[src/rtl/gray_arb_pkg.sv]
// Shared constants and state type for the Gray-converter arbiter.
// The optional GRAY_ARB_PARITY_EN build adds a registered parity output.
package gray_arb_pkg;

    localparam int unsigned NReqDefault = 4;
    localparam int unsigned WDefault    = 4;
    localparam int unsigned IdWDefault  = $clog2(NReqDefault);

    typedef enum logic [0:0] {
        StIdle,
        StHold
    } state_e;

endpackage

[src/rtl/gray_conv_arbiter_if.sv]
// Requester/consumer bundle for gray_conv_arbiter; slave is the arbiter side.
// out_par exists only when GRAY_ARB_PARITY_EN is defined.
interface gray_conv_arbiter_if #(
    parameter int unsigned NREQ = 4,
    parameter int unsigned W    = 4
);
    localparam int unsigned IdW = $clog2(NREQ);

    logic [NREQ-1:0]   req_valid;
    logic [NREQ*W-1:0] req_bin;
    logic [NREQ-1:0]   req_ready;
    logic              out_valid;
    logic              out_ready;
    logic [W-1:0]      out_gray;
    logic [IdW-1:0]    out_id;
    logic              busy;
`ifdef GRAY_ARB_PARITY_EN
    logic              out_par;
`endif

    modport master (
        output req_valid, req_bin, out_ready,
        input  req_ready, out_valid, out_gray, out_id, busy
`ifdef GRAY_ARB_PARITY_EN
        , input out_par
`endif
    );

    modport slave (
        input  req_valid, req_bin, out_ready,
        output req_ready, out_valid, out_gray, out_id, busy
`ifdef GRAY_ARB_PARITY_EN
        , output out_par
`endif
    );

endinterface

[src/rtl/gray_conv_arbiter_bin2gray.sv]
// Combinational binary-to-Gray converter.
module bin2gray #(
    parameter int unsigned W = 4
) (
    input  logic [W-1:0] bin_i,
    output logic [W-1:0] gray_o
);

    assign gray_o = bin_i ^ (bin_i >> 1);

endmodule

[src/rtl/gray_conv_arbiter.sv]
// Round-robin arbiter sharing one bin2gray among NREQ requesters; result held until accepted.
// GRAY_ARB_PARITY_EN adds out_par, the registered XOR of out_gray.
module gray_conv_arbiter
    import gray_arb_pkg::*;
#(
    parameter int unsigned NREQ = NReqDefault,
    parameter int unsigned W    = WDefault
) (
    input logic                clk,
    input logic                rst,
    gray_conv_arbiter_if.slave bus
);

    localparam int unsigned IdW = $clog2(NREQ);

    state_e         state_q, state_d;
    logic [IdW-1:0] ptr_q, ptr_d;
    logic [IdW-1:0] id_q, id_d;
    logic [W-1:0]   gray_q, gray_d;
`ifdef GRAY_ARB_PARITY_EN
    logic           par_q, par_d;
`endif

    logic [NREQ-1:0] rot_valid;
    logic [IdW-1:0]  pick_k;
    logic [IdW-1:0]  grant_idx;
    logic            grant_any;
    logic            can_accept;
    logic            grant;
    logic [W-1:0]    grant_bin;
    logic [W-1:0]    grant_gray;

    // Rotate so the pointer position lands at bit 0, pick lowest, rotate back.
    always_comb begin
        int unsigned idx;
        int unsigned sum;
        rot_valid = '0;
        for (int unsigned k = 0; k < NREQ; k++) begin
            idx = k + 32'(ptr_q);
            if (idx >= NREQ) idx = idx - NREQ;
            rot_valid[k] = bus.req_valid[idx];
        end
        grant_any = 1'b0;
        pick_k    = '0;
        for (int k = NREQ - 1; k >= 0; k--) begin
            if (rot_valid[k]) begin
                grant_any = 1'b1;
                pick_k    = IdW'(k);
            end
        end
        sum = 32'(pick_k) + 32'(ptr_q);
        if (sum >= NREQ) sum = sum - NREQ;
        grant_idx = IdW'(sum);
    end

    assign can_accept = (state_q == StIdle) | ((state_q == StHold) & bus.out_ready);
    assign grant      = can_accept & grant_any & ~rst;
    assign grant_bin  = bus.req_bin[grant_idx*W +: W];

    bin2gray #(
        .W (W)
    ) u_bin2gray (
        .bin_i  (grant_bin),
        .gray_o (grant_gray)
    );

    always_comb begin
        bus.req_ready = '0;
        if (grant) bus.req_ready[grant_idx] = 1'b1;
    end

    always_comb begin
        state_d = state_q;
        ptr_d   = ptr_q;
        id_d    = id_q;
        gray_d  = gray_q;
`ifdef GRAY_ARB_PARITY_EN
        par_d   = par_q;
`endif
        if (grant) begin
            state_d = StHold;
            gray_d  = grant_gray;
            id_d    = grant_idx;
`ifdef GRAY_ARB_PARITY_EN
            par_d   = ^grant_gray;
`endif
            if (32'(grant_idx) == NREQ - 1) ptr_d = '0;
            else                            ptr_d = grant_idx + 1'b1;
        end else if ((state_q == StHold) && bus.out_ready) begin
            state_d = StIdle;
        end
    end

    always_ff @(posedge clk or posedge rst) begin
        if (rst) begin
            state_q <= StIdle;
            ptr_q   <= '0;
            id_q    <= '0;
            gray_q  <= '0;
`ifdef GRAY_ARB_PARITY_EN
            par_q   <= 1'b0;
`endif
        end else begin
            state_q <= state_d;
            ptr_q   <= ptr_d;
            id_q    <= id_d;
            gray_q  <= gray_d;
`ifdef GRAY_ARB_PARITY_EN
            par_q   <= par_d;
`endif
        end
    end

    assign bus.out_valid = (state_q == StHold);
    assign bus.busy      = (state_q == StHold);
    assign bus.out_gray  = gray_q;
    assign bus.out_id    = id_q;
`ifdef GRAY_ARB_PARITY_EN
    assign bus.out_par   = par_q;
`endif

endmodule

[src/flat_wrapper.sv]
// flat-port wrapper written by rule: the top's interface ports become plain ports
module gray_conv_arbiter_flat import gray_arb_pkg::*;
#(
    parameter int unsigned NREQ = NReqDefault,
    parameter int unsigned W    = WDefault
)
  (clk, rst, bus_req_valid, bus_req_bin, bus_out_ready, bus_req_ready, bus_out_valid, bus_out_gray, bus_out_id, bus_busy);
  gray_conv_arbiter_if #(.NREQ(NREQ), .W(W)) bus_i ();
  input logic clk;
  input logic rst;
  input wire logic [$bits(bus_i.req_valid)-1:0] bus_req_valid;
  input wire logic [$bits(bus_i.req_bin)-1:0] bus_req_bin;
  input wire logic [$bits(bus_i.out_ready)-1:0] bus_out_ready;
  output wire logic [$bits(bus_i.req_ready)-1:0] bus_req_ready;
  output wire logic [$bits(bus_i.out_valid)-1:0] bus_out_valid;
  output wire logic [$bits(bus_i.out_gray)-1:0] bus_out_gray;
  output wire logic [$bits(bus_i.out_id)-1:0] bus_out_id;
  output wire logic [$bits(bus_i.busy)-1:0] bus_busy;
  assign bus_i.req_valid = bus_req_valid;
  assign bus_i.req_bin = bus_req_bin;
  assign bus_i.out_ready = bus_out_ready;
  assign bus_req_ready = bus_i.req_ready;
  assign bus_out_valid = bus_i.out_valid;
  assign bus_out_gray = bus_i.out_gray;
  assign bus_out_id = bus_i.out_id;
  assign bus_busy = bus_i.busy;
  gray_conv_arbiter #(.NREQ(NREQ), .W(W)) u_core (.clk(clk), .rst(rst), .bus(bus_i));
endmodule
[config.mk]
export PLATFORM = sky130hd
export DESIGN_NAME = gray_conv_arbiter_flat
export DESIGN_NICKNAME = d
export VERILOG_FILES = /design/src/rtl/gray_arb_pkg.sv /design/src/rtl/gray_conv_arbiter_if.sv /design/src/rtl/gray_conv_arbiter_bin2gray.sv /design/src/rtl/gray_conv_arbiter.sv /design/src/flat_wrapper.sv
export SDC_FILE = /design/constraint.sdc
export NUM_CORES = 1
export LEC_CHECK = 0
export BUFFER_PORTS_ARGS = -buffer_cell sky130_fd_sc_hd__buf_2
export CAP_MARGIN = 20
export CORE_MARGIN = 5
export CORE_UTILIZATION = 41
export DETAILED_ROUTE_END_ITERATION = 16
export PLACE_DENSITY = 0.74
export SLEW_MARGIN = 0
export SYNTH_ARGS = -nofsm -noshare
export SYNTH_HDL_FRONTEND = slang
export SYNTH_SLANG_ARGS = --single-unit
[constraint.sdc]
create_clock -name clk -period 2.35 [get_ports clk]
set_input_delay 0.235 -clock clk [delete_from_list [all_inputs] [get_ports clk]]
set_output_delay 0.235 -clock clk [all_outputs]
set_load 0.02 [all_outputs]
==> qor.yml, run 1 <==
sta:
  fin_crit_sh: 1.10
  slew_viol_final: 0
  tightest_slew_ns: 0.457
  fmax_ghz: 0.386
  slew_headroom: 0.694
  setup_violations: 7
  finalHoldViolations: 0
  finalCriticalPeriod_ns: 2.59
  hold_slack_ns: 0.365
  grt_setup_unrepaired: "yes"
  finClkSkew_ns: 0.00566
  fin_ws_ns: -0.243
  setup_tns_ns: -0.969
placed_design:
  place_hpwl_mm: 1.47
  numPlacedInstances: 151
  io_buffer_count: 34
  place_ws_ns: -0.0576
  routabilityCongestion: 0.753
  place_area_sq_um: 988
global_routing:
  grt_pass1_vias: 780
  track_usage: 0.149
  grt-ovfl-total: 0
  antenna_found_initial: 0
  grt_max_degree: 15
  grt_pass1_wl_mm: 3.22
clocking:
  cts_made_buffers: 3
  insertion_delay_ns: 0.26
  clkSinkCount: 9
  clk_pin_slew_ns: 0.06
  cts-root-buf: "clkbuf_4"
  h-tree-depth: 1
  clk_path_buf_depth: 2
  cts_tree: "built"
synthesis:
  synth_area_leader_cell: "dfrtp_1"
  yosys.cell_count.top_type: "nand2_1"
  synthTopCellsByArea: "dfrtp_1 29%, xor2_1 7.8%, nand2_1 7.6%"
  synthesis.nets: 122
  ys_ff_latch: 9
  synth_cell_types: 30
  syn_avg_cell_area_sq_um: 8.13
  syn_inst: 97
  yosys-top-cells-count: "16 x nand2_1, 12 x nor2_1, 9 x dfrtp_1"
  synthArstFlopShare: 1.00
  syn_area_sq_um: 788
  yosysTopAreaCellShare: 0.286
  ys_seq_area_frac: 0.286
  synthFlopType: "dfrtp_1"
  synth_warnings: 0
  synth_edf_count: 0
run:
  cap_violations: 0
route:
  wl_per_cell_um: 12.2
  num_vias: 822
  drtIter0Drc: 8
  drcViolationCount: 0
  ant_nets: 0
  drt-total-wl_mm: 2.05
  drt_pass1_iterations: 4
  vias_per_cell: 4.92
setup_path:
  worstSetupPathType: "flip-flop to output pin"
  critPathRequiredTime_ns: 2.12
  end_kind: "output pin"
  cp_slowest_stage_delay_ns: 0.41
  worst_path_dominant_cell_family: "buffers and inverters"
  crit_buf_inv: 3
  slowest_stage: "dfrtp_1"
  crit_path_max_fanout: 4
  worstSetupStartpointType: "flip-flop"
  crit_path_cell_trace: "buf_4, o311ai_4, o21ai_2, nand3_2, ha_4, xor2_1, xnor2_1, buf_4, nor3b_2, buf_4"
  arrival_ns: 2.36
  r2r_slack_ns: -0.10
  cp_common_cell: "buf_4"
die:
  ios: 35
  floorplan.die_area_sq_um: 2900
  initial_utilization: 0.442
  dieHeight_um: 53.8
  core_area_sq_um: 1780
  die_w_um: 53.8
  row_count: 15
power:
  p_per_area_nw_per_um2: 1520
  peakVddDrop_mv: 0.757
  power.share.switching: 0.423
  p_int_mw: 1.06
  p_sw_mw: 0.774
  p_total_mw: 1.83
  power.share.clock: 0.065
  power_leakage_nw: 0.583
  p_seq_frac: 0.152
  pwr-share-comb: 0.783
cells_and_area:
  fin_nets: 168
  syn_to_final_growth_pct: 52.7
  register_area_sq_um: 225
  fin_cells: 167
  stdcell_area_sq_um: 1200
  num_antenna_cells: 0
  drive_gt1_frac: 0.465
  fill_cells: 149
  final_core_util: 0.675
  multi_input_area_sq_um: 576
run_status:
  failed_checks: "setup timing"
  status: "finished, violations left"
min_path:
  hp-class: "input pin to flip-flop"
==> sequential cells by signal (all words and copies together) (netlist names) <==
| register | flops |
|---|---|
| u_core.bus.out_gray | 4 |
| u_core.bus.out_id | 2 |
| u_core.ptr_q | 2 |
| u_core.bus.busy | 1 |
==> worst min-delay path, delay by kind of cell <==
family                 cells  cell delay (ns)
AO/OA/AOI/OAI              1             0.11
buffers and inverters      1             0.07
AND/OR/NAND/NOR            1             0.15
==> power by group through the flow <==
stage | sequential, mW | combinational (mW) | clock, mW
floorplan | 0.332 | 0.708 | 0
global placement | 0.270 | 1.00 | 0
detailed placement | 0.275 | 1.02 | 0
CTS | 0.271 | 1.26 | 0.125
global route | 0.287 | 1.57 | 0.136
finish | 0.278 | 1.43 | 0.120
==> what timing repair did <==
| action | CTS | global route |
|---|---|---|
| setup buffers | 7 | 4 |
| resized for setup | 12 | 12 |
| pin swaps | 6 | 5 |
| endpoints found under the hold margin | 9 | 0 |
| hold buffers | 1 | 0 |
| setup endpoints to repair | 5 | 8 |
==> kinds of logic (layout without fill, tap and decap cells) <==
family                   after synthesis  in the layout  synth area share
adder cells (fa/ha/maj)                2              2            0.0317
AO/OA/AOI/OAI                         17             17             0.154
flip-flops                             9              9             0.286
buffers and inverters                 11             56            0.0905
multiplexers                           6              6            0.0778
XOR/XNOR                              12             12             0.133
AND/OR/NAND/NOR                       40             40             0.227
==> cell type report <==
| class | instances | area share |
|---|---|---|
| Multi-Input combinational cell | 77 | 0.478 |
| Timing Repair Buffer | 50 | 0.281 |
| Sequential cell | 9 | 0.187 |
| Tap cell | 25 | 0.0260 |
| Clock buffer | 4 | 0.0218 |
| Inverter | 2 | 0.00624 |
==> cell usage in the layout (no fill, tap or decap), types with 2 or more instances in the layout <==
cell type  count
o21ai_2        2
nor2_1        11
buf_2         30
a211o_1        2
buf_6          6
xor2_1         7
clkbuf_4       3
xnor2_1        5
nand2b_1       4
o211ai_1       3
inv_1          2
o32ai_1        2
buf_4         12
mux2i_1        5
dfrtp_1        9
nand3_2        2
nand2_1       16
==> layer usage <==
metal,track usage,wire (um),vias up
met2,0.234,1030,33
met1,0.202,801,357
met4,0.0766,64,0
met3,0.0111,153,6
li1,-,-,426
met5,0,0,-
==> path summary, 6_finish.rpt <==
kind / from / depth (start not counted) / end
setup / recovery: u_core.ptr_q[0]$_DFFE_PP0P_ / 10 / bus_req_ready[2]
hold / removal: bus_out_ready / 3 / u_core.bus.busy$_DFFE_PP0P_
setup reg to reg: u_core.ptr_q[0]$_DFFE_PP0P_ / 12 / u_core.bus.out_gray[3]$_DFFE_PP0P_
hold reg to reg: u_core.bus.out_gray[3]$_DFFE_PP0P_ / 2 / u_core.bus.out_gray[3]$_DFFE_PP0P_
max in group asynchronous: rst / 3 / u_core.bus.out_gray[1]$_DFFE_PP0P_
min in group asynchronous: rst / 3 / u_core.ptr_q[1]$_DFFE_PP0P_
(Power assumes the default switching activity.)
==> run 2, diff against run 1 <==
--- a/config.mk
+++ b/config.mk
@@ -8,9 +8,10 @@
 export BUFFER_PORTS_ARGS = -buffer_cell sky130_fd_sc_hd__buf_2
 export CAP_MARGIN = 20
 export CORE_MARGIN = 5
-export CORE_UTILIZATION = 41
+export CORE_UTILIZATION = 43
+export CTS_BUF_LIST = sky130_fd_sc_hd__clkbuf_4 sky130_fd_sc_hd__clkbuf_8
 export DETAILED_ROUTE_END_ITERATION = 16
-export PLACE_DENSITY = 0.74
+export PLACE_DENSITY = 0.77
 export SLEW_MARGIN = 0
 export SYNTH_ARGS = -nofsm -noshare
 export SYNTH_HDL_FRONTEND = slang
==> qor.yml, run 2 (synthesis results as in run 1) <==
die:
  initial_utilization: 0.457
  floorplan.die_area_sq_um: 2790
  row_count: 15
  ios: 35
  die_w_um: 52.8
  dieHeight_um: 52.8
  core_area_sq_um: 1730
setup_path:
  timing.rr.end: "u_core.bus.out_gray[0]$_DFFE_PP0P_"
  end_kind: "output pin"
  arrival_ns: 2.30
  cp_slowest_stage_delay_ns: 0.51
  r2r_slack_ns: -0.02
  worstSetupPathType: "flip-flop to output pin"
  crit_path_max_fanout: 4
  cp_common_cell: "buf_4"
  crit_path_cell_trace: "or4_1, nand3_1, ha_2, xor2_1, xnor2_1, buf_4, buf_4, nor3_2, buf_4"
  critPathRequiredTime_ns: 2.12
  crit_buf_inv: 3
  worstSetupStartpointType: "flip-flop"
  r2r_cells: 10
  reg2reg_from: "u_core.ptr_q[0]$_DFFE_PP0P_"
  slowest_stage: "or4_1"
  worst_path_dominant_cell_family: "simple AND/OR/NAND/NOR gates"
min_path:
  min_to: "u_core.bus.busy$_DFFE_PP0P_"
  whs_path_depth: 3
  hp-start: "bus_out_ready"
  hp-class: "input pin to flip-flop"
route:
  drt_pass1_iterations: 4
  drcViolationCount: 0
  num_vias: 804
  drtIter0Drc: 17
  ant_nets: 0
  drt-total-wl_mm: 1.91
  vias_per_cell: 4.99
  wl_per_cell_um: 11.9
power:
  p_per_area_nw_per_um2: 1490
  peakVddDrop_mv: 0.878
  power_leakage_nw: 0.537
cells_and_area:
  drive_gt1_frac: 0.397
  fin_nets: 162
  num_antenna_cells: 0
  largest_reg_flops: 4
  final_cell_mix: "30 x buf_2, 16 x nand2_1, 11 x nor2_1"
  layout_commonest_cell: "buf_2"
  syn_to_final_growth_pct: 38.9
  stdcell_area_sq_um: 1090
run_status:
  status: "finished, violations left"
  failed_checks: "setup timing"
clocking:
  cts_tree: "built"
  cts_made_buffers: 3
  h-tree-depth: 1
  clk_pin_slew_ns: 0.06
  insertion_delay_ns: 0.25
  clk_path_buf_depth: 2
  cts-root-buf: "clkbuf_4"
  clkSinkCount: 9
global_routing:
  grt_pass1_wl_mm: 3.19
  antenna_found_initial: 0
  grt-ovfl-total: 0
  track_usage: 0.152
  grt_pass1_vias: 775
  grt_max_degree: 16
sta:
  slew_viol_final: 0
  slew_headroom: 0.746
  finalHoldViolations: 0
  setup_violations: 6
  fmax_ghz: 0.395
  tightest_slew_ns: 0.378
  finClkSkew_ns: 0.00235
  fin_ws_ns: -0.183
  setup_tns_ns: -0.682
  fin_crit_sh: 1.08
  grt_setup_unrepaired: "yes"
  finalCriticalPeriod_ns: 2.53
placed_design:
  routabilityCongestion: 0.745
  place_hpwl_mm: 1.53
  place_area_sq_um: 996
  io_buffer_count: 34
run:
  cap_violations: 0
==> run 2: report_power, final <==
part / total, mW / switching [mW] / internal (mW)
registers: 0.271 / 0.0464 / 0.225
clock network: 0.129 / 0.0522 / 0.0769
logic: 1.23 / 0.614 / 0.619
==> run 2: tightest hold or removal path: stages <==
cell and delay [ns]:
buf_2 0.07, nand2b_1 0.14, o21ai_0 0.10
==> run 2: per-stage QoR <==
stage / std cells / hold WS, ns / total power, mW / util / worst slack (ns)
CTS: 161 / 0.348 / 1.60 / 0.632 / -0.156
floorplan: 97 / 0.0629 / 1.04 / - / -0.0276
global route: 161 / 0.352 / 1.76 / 0.634 / -0.296
global placement: 152 / 0.230 / 1.27 / 0.577 / 0.0772
detailed placement: 152 / 0.235 / 1.30 / 0.577 / 0.0139
finish: 161 / 0.344 / 1.63 / 0.634 / -0.183
==> run 2: worst max-delay path by stage <==
stage                  endpoint  depth (start not counted)  slack (ns)                         from
3_5_place_dp   bus_req_ready[2]                          8        0.01  u_core.ptr_q[0]$_DFFE_PP0P_
3_3_place_gp   bus_req_ready[2]                          8        0.08  u_core.ptr_q[0]$_DFFE_PP0P_
4_1_cts        bus_req_ready[3]                          8       -0.16  u_core.ptr_q[0]$_DFFE_PP0P_
2_1_floorplan  bus_req_ready[3]                          9       -0.03  u_core.ptr_q[0]$_DFFE_PP0P_
5_1_grt        bus_req_ready[2]                          8       -0.30  u_core.ptr_q[0]$_DFFE_PP0P_
6_report       bus_req_ready[0]                          9       -0.18  u_core.ptr_q[0]$_DFFE_PP0P_
==> run 2: per-layer routing <==
| layer | track usage | wire length, um | share of wire | vias up |
|---|---|---|---|---|
| met2 | 0.277 | 981 | 0.51 | 38 |
| met4 | 0.0511 | 24 | 0.013 | 0 |
| met3 | 0.00855 | 134 | 0.070 | 4 |
| met1 | 0.185 | 768 | 0.40 | 350 |
| li1 | - | - | - | 412 |
| met5 | 0 | 0 | 0 | - |
==> run 2: cell type report <==
class                      instances  area [sq um]
multi-input combinational         77           519
timing repair buffer              44           282
tap                               25          31.3
inverter                           2          7.51
clock buffer                       4          30.0
sequential                         9           225
fill                             170           632
==> run 2: timing repair <==
item                                    4_1_cts  5_1_grt
hold buffers                                  1        0
pin swaps                                     4        3
setup buffers                                 4        0
hold endpoints to repair                      9        0
endpoints found under the setup margin        4        8
resized for setup                             8        4
